`src/rtl/ula_seq.sv`:
```
// Sequential ALU: one operation per start/done handshake.
// Simple ops finish in one cycle. Shifts move one bit per cycle and multiply
// retires one multiplier bit per cycle, which keeps wide shifters and
// multipliers off the datapath critical path.
module ula_seq #(
  parameter int unsigned W = 16
) (
  input  logic         Clock,
  input  logic         Resetn,
  input  logic         start,
  input  logic [2:0]   sinal,
  input  logic [W-1:0] A,
  input  logic [W-1:0] Bus,
  output logic [W-1:0] G,
  output logic         zero,
  output logic         busy,
  output logic         done
);

  localparam int unsigned CNTW = $clog2(W) + 1;
  localparam logic [W-1:0]    WLim   = W'(W);
  // The accept edge already retires the first multiplier bit
  localparam logic [CNTW-1:0] MulCnt = CNTW'(W - 1);

  localparam logic [2:0] OpAdd = 3'b000;
  localparam logic [2:0] OpSub = 3'b001;
  localparam logic [2:0] OpOr  = 3'b010;
  localparam logic [2:0] OpSlt = 3'b011;
  localparam logic [2:0] OpSll = 3'b100;
  localparam logic [2:0] OpSrl = 3'b101;
  localparam logic [2:0] OpMul = 3'b110;

  typedef enum logic [1:0] {StIdle, StShift, StMul} state_e;

  state_e          state_q, state_d;
  logic [CNTW-1:0] cnt_q, cnt_d;
  logic [W-1:0]    acc_q, acc_d;
  logic [W-1:0]    mcand_q, mcand_d;
  logic [W-1:0]    mplier_q, mplier_d;
  logic            dir_q, dir_d;
  logic [W-1:0]    g_q, g_d;
  logic            zero_q, zero_d;
  logic            done_q, done_d;

  logic [W-1:0]    fast_res, shl_a, shr_a, shift_res, mul_sum, wr_val;
  logic            shift_fast, wr;

  // Single-cycle results and per-step datapath values
  always_comb begin
    shl_a      = A << 1;
    shr_a      = A >> 1;
    shift_res  = dir_q ? (acc_q >> 1) : (acc_q << 1);
    mul_sum    = acc_q + (mplier_q[0] ? mcand_q : '0);
    // A shift by 0 or 1 has a one-cycle latency either way, so it skips the loop
    shift_fast = (Bus <= W'(1)) || (Bus >= WLim);
    unique case (sinal)
      OpAdd:   fast_res = A + Bus;
      OpSub:   fast_res = A - Bus;
      OpOr:    fast_res = A | Bus;
      OpSlt:   fast_res = {{(W-1){1'b0}}, (A < Bus)};
      OpSll:   fast_res = (Bus >= WLim) ? '0 : ((Bus == '0) ? A : shl_a);
      OpSrl:   fast_res = (Bus >= WLim) ? '0 : ((Bus == '0) ? A : shr_a);
      default: fast_res = '0;
    endcase
  end

  // Next-state logic: accept, iterate, and retire an operation
  always_comb begin
    state_d  = state_q;
    cnt_d    = cnt_q;
    acc_d    = acc_q;
    mcand_d  = mcand_q;
    mplier_d = mplier_q;
    dir_d    = dir_q;
    g_d      = g_q;
    zero_d   = zero_q;
    done_d   = 1'b0;
    wr       = 1'b0;
    wr_val   = '0;

    unique case (state_q)
      StIdle: begin
        if (start) begin
          unique case (sinal)
            OpSll, OpSrl: begin
              if (shift_fast) begin
                wr     = 1'b1;
                wr_val = fast_res;
              end else begin
                acc_d   = (sinal == OpSrl) ? shr_a : shl_a;
                dir_d   = (sinal == OpSrl);
                cnt_d   = Bus[CNTW-1:0] - 1'b1;
                state_d = StShift;
              end
            end
            OpMul: begin
              acc_d    = Bus[0] ? A : '0;
              mcand_d  = A << 1;
              mplier_d = Bus >> 1;
              cnt_d    = MulCnt;
              state_d  = StMul;
            end
            default: begin
              wr     = 1'b1;
              wr_val = fast_res;
            end
          endcase
        end
      end
      StShift: begin
        acc_d = shift_res;
        cnt_d = cnt_q - 1'b1;
        if (cnt_q == CNTW'(1)) begin
          wr      = 1'b1;
          wr_val  = shift_res;
          state_d = StIdle;
        end
      end
      StMul: begin
        acc_d    = mul_sum;
        mcand_d  = mcand_q << 1;
        mplier_d = mplier_q >> 1;
        cnt_d    = cnt_q - 1'b1;
        if (cnt_q == CNTW'(1)) begin
          wr      = 1'b1;
          wr_val  = mul_sum;
          state_d = StIdle;
        end
      end
      default: state_d = StIdle;
    endcase

    if (wr) begin
      g_d    = wr_val;
      zero_d = (wr_val == '0);
      done_d = 1'b1;
    end
  end

  // State and result registers; reset aborts any operation in flight
  always_ff @(posedge Clock or negedge Resetn) begin
    if (!Resetn) begin
      state_q  <= StIdle;
      cnt_q    <= '0;
      acc_q    <= '0;
      mcand_q  <= '0;
      mplier_q <= '0;
      dir_q    <= 1'b0;
      g_q      <= '0;
      zero_q   <= 1'b1;
      done_q   <= 1'b0;
    end else begin
      state_q  <= state_d;
      cnt_q    <= cnt_d;
      acc_q    <= acc_d;
      mcand_q  <= mcand_d;
      mplier_q <= mplier_d;
      dir_q    <= dir_d;
      g_q      <= g_d;
      zero_q   <= zero_d;
      done_q   <= done_d;
    end
  end

  assign G    = g_q;
  assign zero = zero_q;
  assign busy = (state_q != StIdle);
  assign done = done_q;

endmodule

```
`config.mk`:
```
export PLATFORM = sky130hd
export DESIGN_NAME = ula_seq
export DESIGN_NICKNAME = d
export VERILOG_FILES = /design/src/rtl/ula_seq.sv
export SDC_FILE = /design/constraint.sdc
export NUM_CORES = 1
export LEC_CHECK = 0
export BUFFER_PORTS_ARGS = -buffer_cell sky130_fd_sc_hd__buf_4
export CAP_MARGIN = 15
export CORE_ASPECT_RATIO = 0.7
export CORE_UTILIZATION = 65
export DETAILED_ROUTE_END_ITERATION = 8
export PLACE_DENSITY_LB_ADDON = 0.05
export SYNTH_ARGS = -nofsm -noshare
export SYNTH_HDL_FRONTEND = slang
export SYNTH_SLANG_ARGS = --single-unit
```
`constraint.sdc`:
```
create_clock -name Clock -period 5.2 [get_ports Clock]
set_input_delay 0 -clock Clock [delete_from_list [all_inputs] [get_ports Clock]]
set_output_delay 0 -clock Clock [all_outputs]
set_load 0.05 [all_outputs]
```
==> flow_metrics.tcl <==
set metrics [dict create \
    status "complete, no violations" \
    synthDistinctLibCells 76 \
    viasPerCell 6.88 \
    fin_crit_sh_pct 75.7 \
    cap_violations 0 \
    rsz0062_at_grt "false" \
    clock_skew_ns 0.0103 \
    grt_overflow_total 0 \
    synth-seq-cells 72 \
    vdd_drop_max_mv 0.519 \
    layout-drive-gt1-share_pct 11.7 \
    synth_warnings 0 \
    post-dp-hpwl_um 18700 \
    antenna_found_initial 0 \
    setup_violations 0 \
    n_antenna_cell 0 \
    cp-start-kind "flop" \
    slew_viol_final 0 \
    leakage_uw 0.00378 \
    cts_num_sinks 72 \
    htreeDepth 3 \
    cts.hold.buffers_added 1 \
    fmax_mhz 254 \
    wl_per_cell_um 21.6 \
    ctsResizeCount 0 \
    place_ws_ns 1.40 \
    setup-tns-final_ns 0 \
    relSlewSlack_pct 24.3 \
    first_pass_iters 7 \
    wl_um 25100 \
    syn_nets 1109 \
    syn_area_mm2 0.00769 \
    grt_pass1_wl_um 39700 \
    crit_fanout 16 \
    hold_path_class "input port to flop" \
    p_per_area_mw_per_mm2 418 \
    grt_max_degree 73 \
    path_class "flop to flop" \
    numPortBuffers 56 \
    drt_iter0_markers 1206 \
    io_pins 57 \
    hold_viol 0 \
    synth.yosys.seq_area_share_pct 23.4 \
    row_count 32 \
    routed-via-count 8010 \
    cts_made_buffers 9 \
    fp.coreArea_mm2 0.0113 \
    routabilityCongestion 1.05 \
    grt_pass1_vias 7285 \
    antenna_left 0 \
    path_clk_slew_ns 0.06 \
    cts_root_buf "clkbuf_16" \
    period_needed_ns 3.94 \
    postSynthAreaPerCell_um2 7.75 \
    layout.nets 1123 \
    tightest_slew_ns 1.13 \
    die_x_um 132 \
    total_power_uw 3520 \
    die_h_um 93.0 \
    synth_cells 993 \
    cts_buffer_depth 2 \
    insertion_delay_ns 0.35 \
    start_util_pct 68.4 \
    area_delta_synth_final_pct 9.40 \
    post_cts_buffers 0 \
    cts_tree "done" \
    post-route-drc-count 0 \
    async_flop_share_pct 100 \
    setup_slack_ns 1.26 \
    fp.dieArea_mm2 0.0123 \
    synth-edff-count 0 \
    ys.flop_type "dfrtp_1" \
    crit_path_end_kind "flop" \
    grt_usage_pct 42.0 \
    cp.required_ns 5.45 \
    cp.arrival_ns 4.19 \
]
-- critical path, cell delays in order (launching register included) --
cell and delay, ns:
dfrtp_1 0.54, and2_1 0.23, ha_1 0.23, fa_1 0.45
a211oi_1 0.48, o21bai_1 0.18, a21oi_1 0.20, xor2_1 0.16
o21ai_0 0.13, and2_1 0.20, a2111oi_0 0.55, nand4_1 0.19
o41ai_2 0.31
-- layout make-up --
cell class                      instances  area (µm²)
Clock buffer                            9         225
Sequential cell                        72        1800
Inverter                               58         218
Clock inverter                          7        56.3
Tap cell                              153         191
Fill cell                             869        2840
Multi-Input combinational cell        803        5450
Timing Repair Buffer                   63         475
-- Yosys cell counts, types with 10 or more instances --
cell type  instances  share of area, %
nand2_1          109               5.3
nor2_1            98               4.8
a21oi_1           85               5.5
o21ai_0           78               5.1
ha_1              75                12
dfrtp_1           71                23
inv_1             57               2.8
clkbuf_1          46               2.2
mux2i_1           32               4.2
a211oi_1          23               2.2
nand3_1           21               1.4
mux2_2            20               2.9
nor3_1            20               1.3
xnor2_1           20               2.3
a21o_1            16               1.6
and2_1            16               1.3
o211ai_1          10              0.98
o22ai_1           10              0.81
-- placed cells by master, fill, tap and decap left out, types with 4 or more instances in the layout --
| master | n |
|---|---|
| nand2_1 | 109 |
| nor2_1 | 98 |
| a21oi_1 | 84 |
| o21ai_0 | 78 |
| ha_1 | 74 |
| dfrtp_1 | 71 |
| buf_4 | 62 |
| inv_1 | 57 |
| mux2i_1 | 32 |
| a211oi_1 | 23 |
| nand3_1 | 21 |
| nor3_1 | 20 |
| xnor2_1 | 20 |
| mux2_2 | 20 |
| and2_1 | 16 |
| a21o_1 | 16 |
| o22ai_1 | 10 |
| o211ai_1 | 10 |
| nand4_1 | 9 |
| o31ai_1 | 9 |
| clkbuf_16 | 9 |
| nand2b_1 | 8 |
| a22oi_1 | 8 |
| or3_1 | 7 |
| a31oi_1 | 7 |
| o32ai_1 | 7 |
| nor2b_1 | 6 |
| or4_1 | 6 |
| o21a_1 | 6 |
| a222oi_1 | 6 |
| o221ai_1 | 5 |
| o21ai_1 | 5 |
| nor3b_1 | 4 |
| o21bai_1 | 4 |
| a221oi_1 | 4 |
| a211o_1 | 4 |
| a22o_1 | 4 |
| clkinv_4 | 4 |
-- state kept, by name (all words and copies together), names as in the netlist --
register  flops
mplier_q     15
acc_q        16
mcand_q      15
cnt_q         5
G            16
zero          1
dir_q         1
done          1
state_q       2
-- metal layers --
layer	vias up	track usage, %	wire, µm	part of all wire (%)
li1	3625	-	-	-
met1	3699	61.5	11000	44
met2	600	60.1	10100	40
met3	86	9.00	3120	12
met4	0	15.8	854	3.4
met5	-	0	0	0
-- per-stage QoR --
stage                     hold WS, ns  utilization [%]  area, µm²  instances
after floorplan                -0.296                -       7690        993
after global placement          0.204             72.2       8120       1148
after detailed placement        0.221             72.2       8120       1148
after CTS                      0.0191             74.8       8420       1165
after global routing           0.0452             74.8       8420       1165
final                          0.0210             74.8       8420       1165
-- path summary, 6_finish.rpt --
path	start	end	cells after the start	slack [ns]
min in group asynchronous	Resetn	mplier_q[3]$_DFFE_PN0P_	2	0.35
worst max register to register	mplier_q[0]$_DFFE_PN0P_	zero$_DFFE_PN1P_	12	1.26
worst min register to register	mplier_q[5]$_DFFE_PN0P_	mplier_q[5]$_DFFE_PN0P_	2	0.48
max in group asynchronous	Resetn	G[13]$_DFFE_PN0P_	2	4.18
worst max-delay path	mplier_q[0]$_DFFE_PN0P_	zero$_DFFE_PN1P_	12	1.26
worst min-delay path	Bus[8]	mplier_q[7]$_DFFE_PN0P_	3	0.02
-- cell families (layout without fill, tap and decap cells) --
kind of cell               after synthesis  count (layout)  share of synthesized area, %
DFF                                     72              72                          23.4
adders and majority gates               78              78                          13.0
xor gates and xnor gates                23              23                          2.62
muxes                                   53              53                          7.24
buffers and inverters                  118             137                          6.02
and+or+nand+nor                        324             324                          20.1
AOI/OAI and AO/OA                      325             325                          27.6
-- where the power goes --
part | leakage, µW | switching [µW] | total (µW) | internal (µW)
logic | 0.00275 | 1200 | 1880 | 683
clock network | 0.000136 | 281 | 609 | 328
registers | 0.000900 | 225 | 1030 | 806
(Power assumes the default switching activity.)
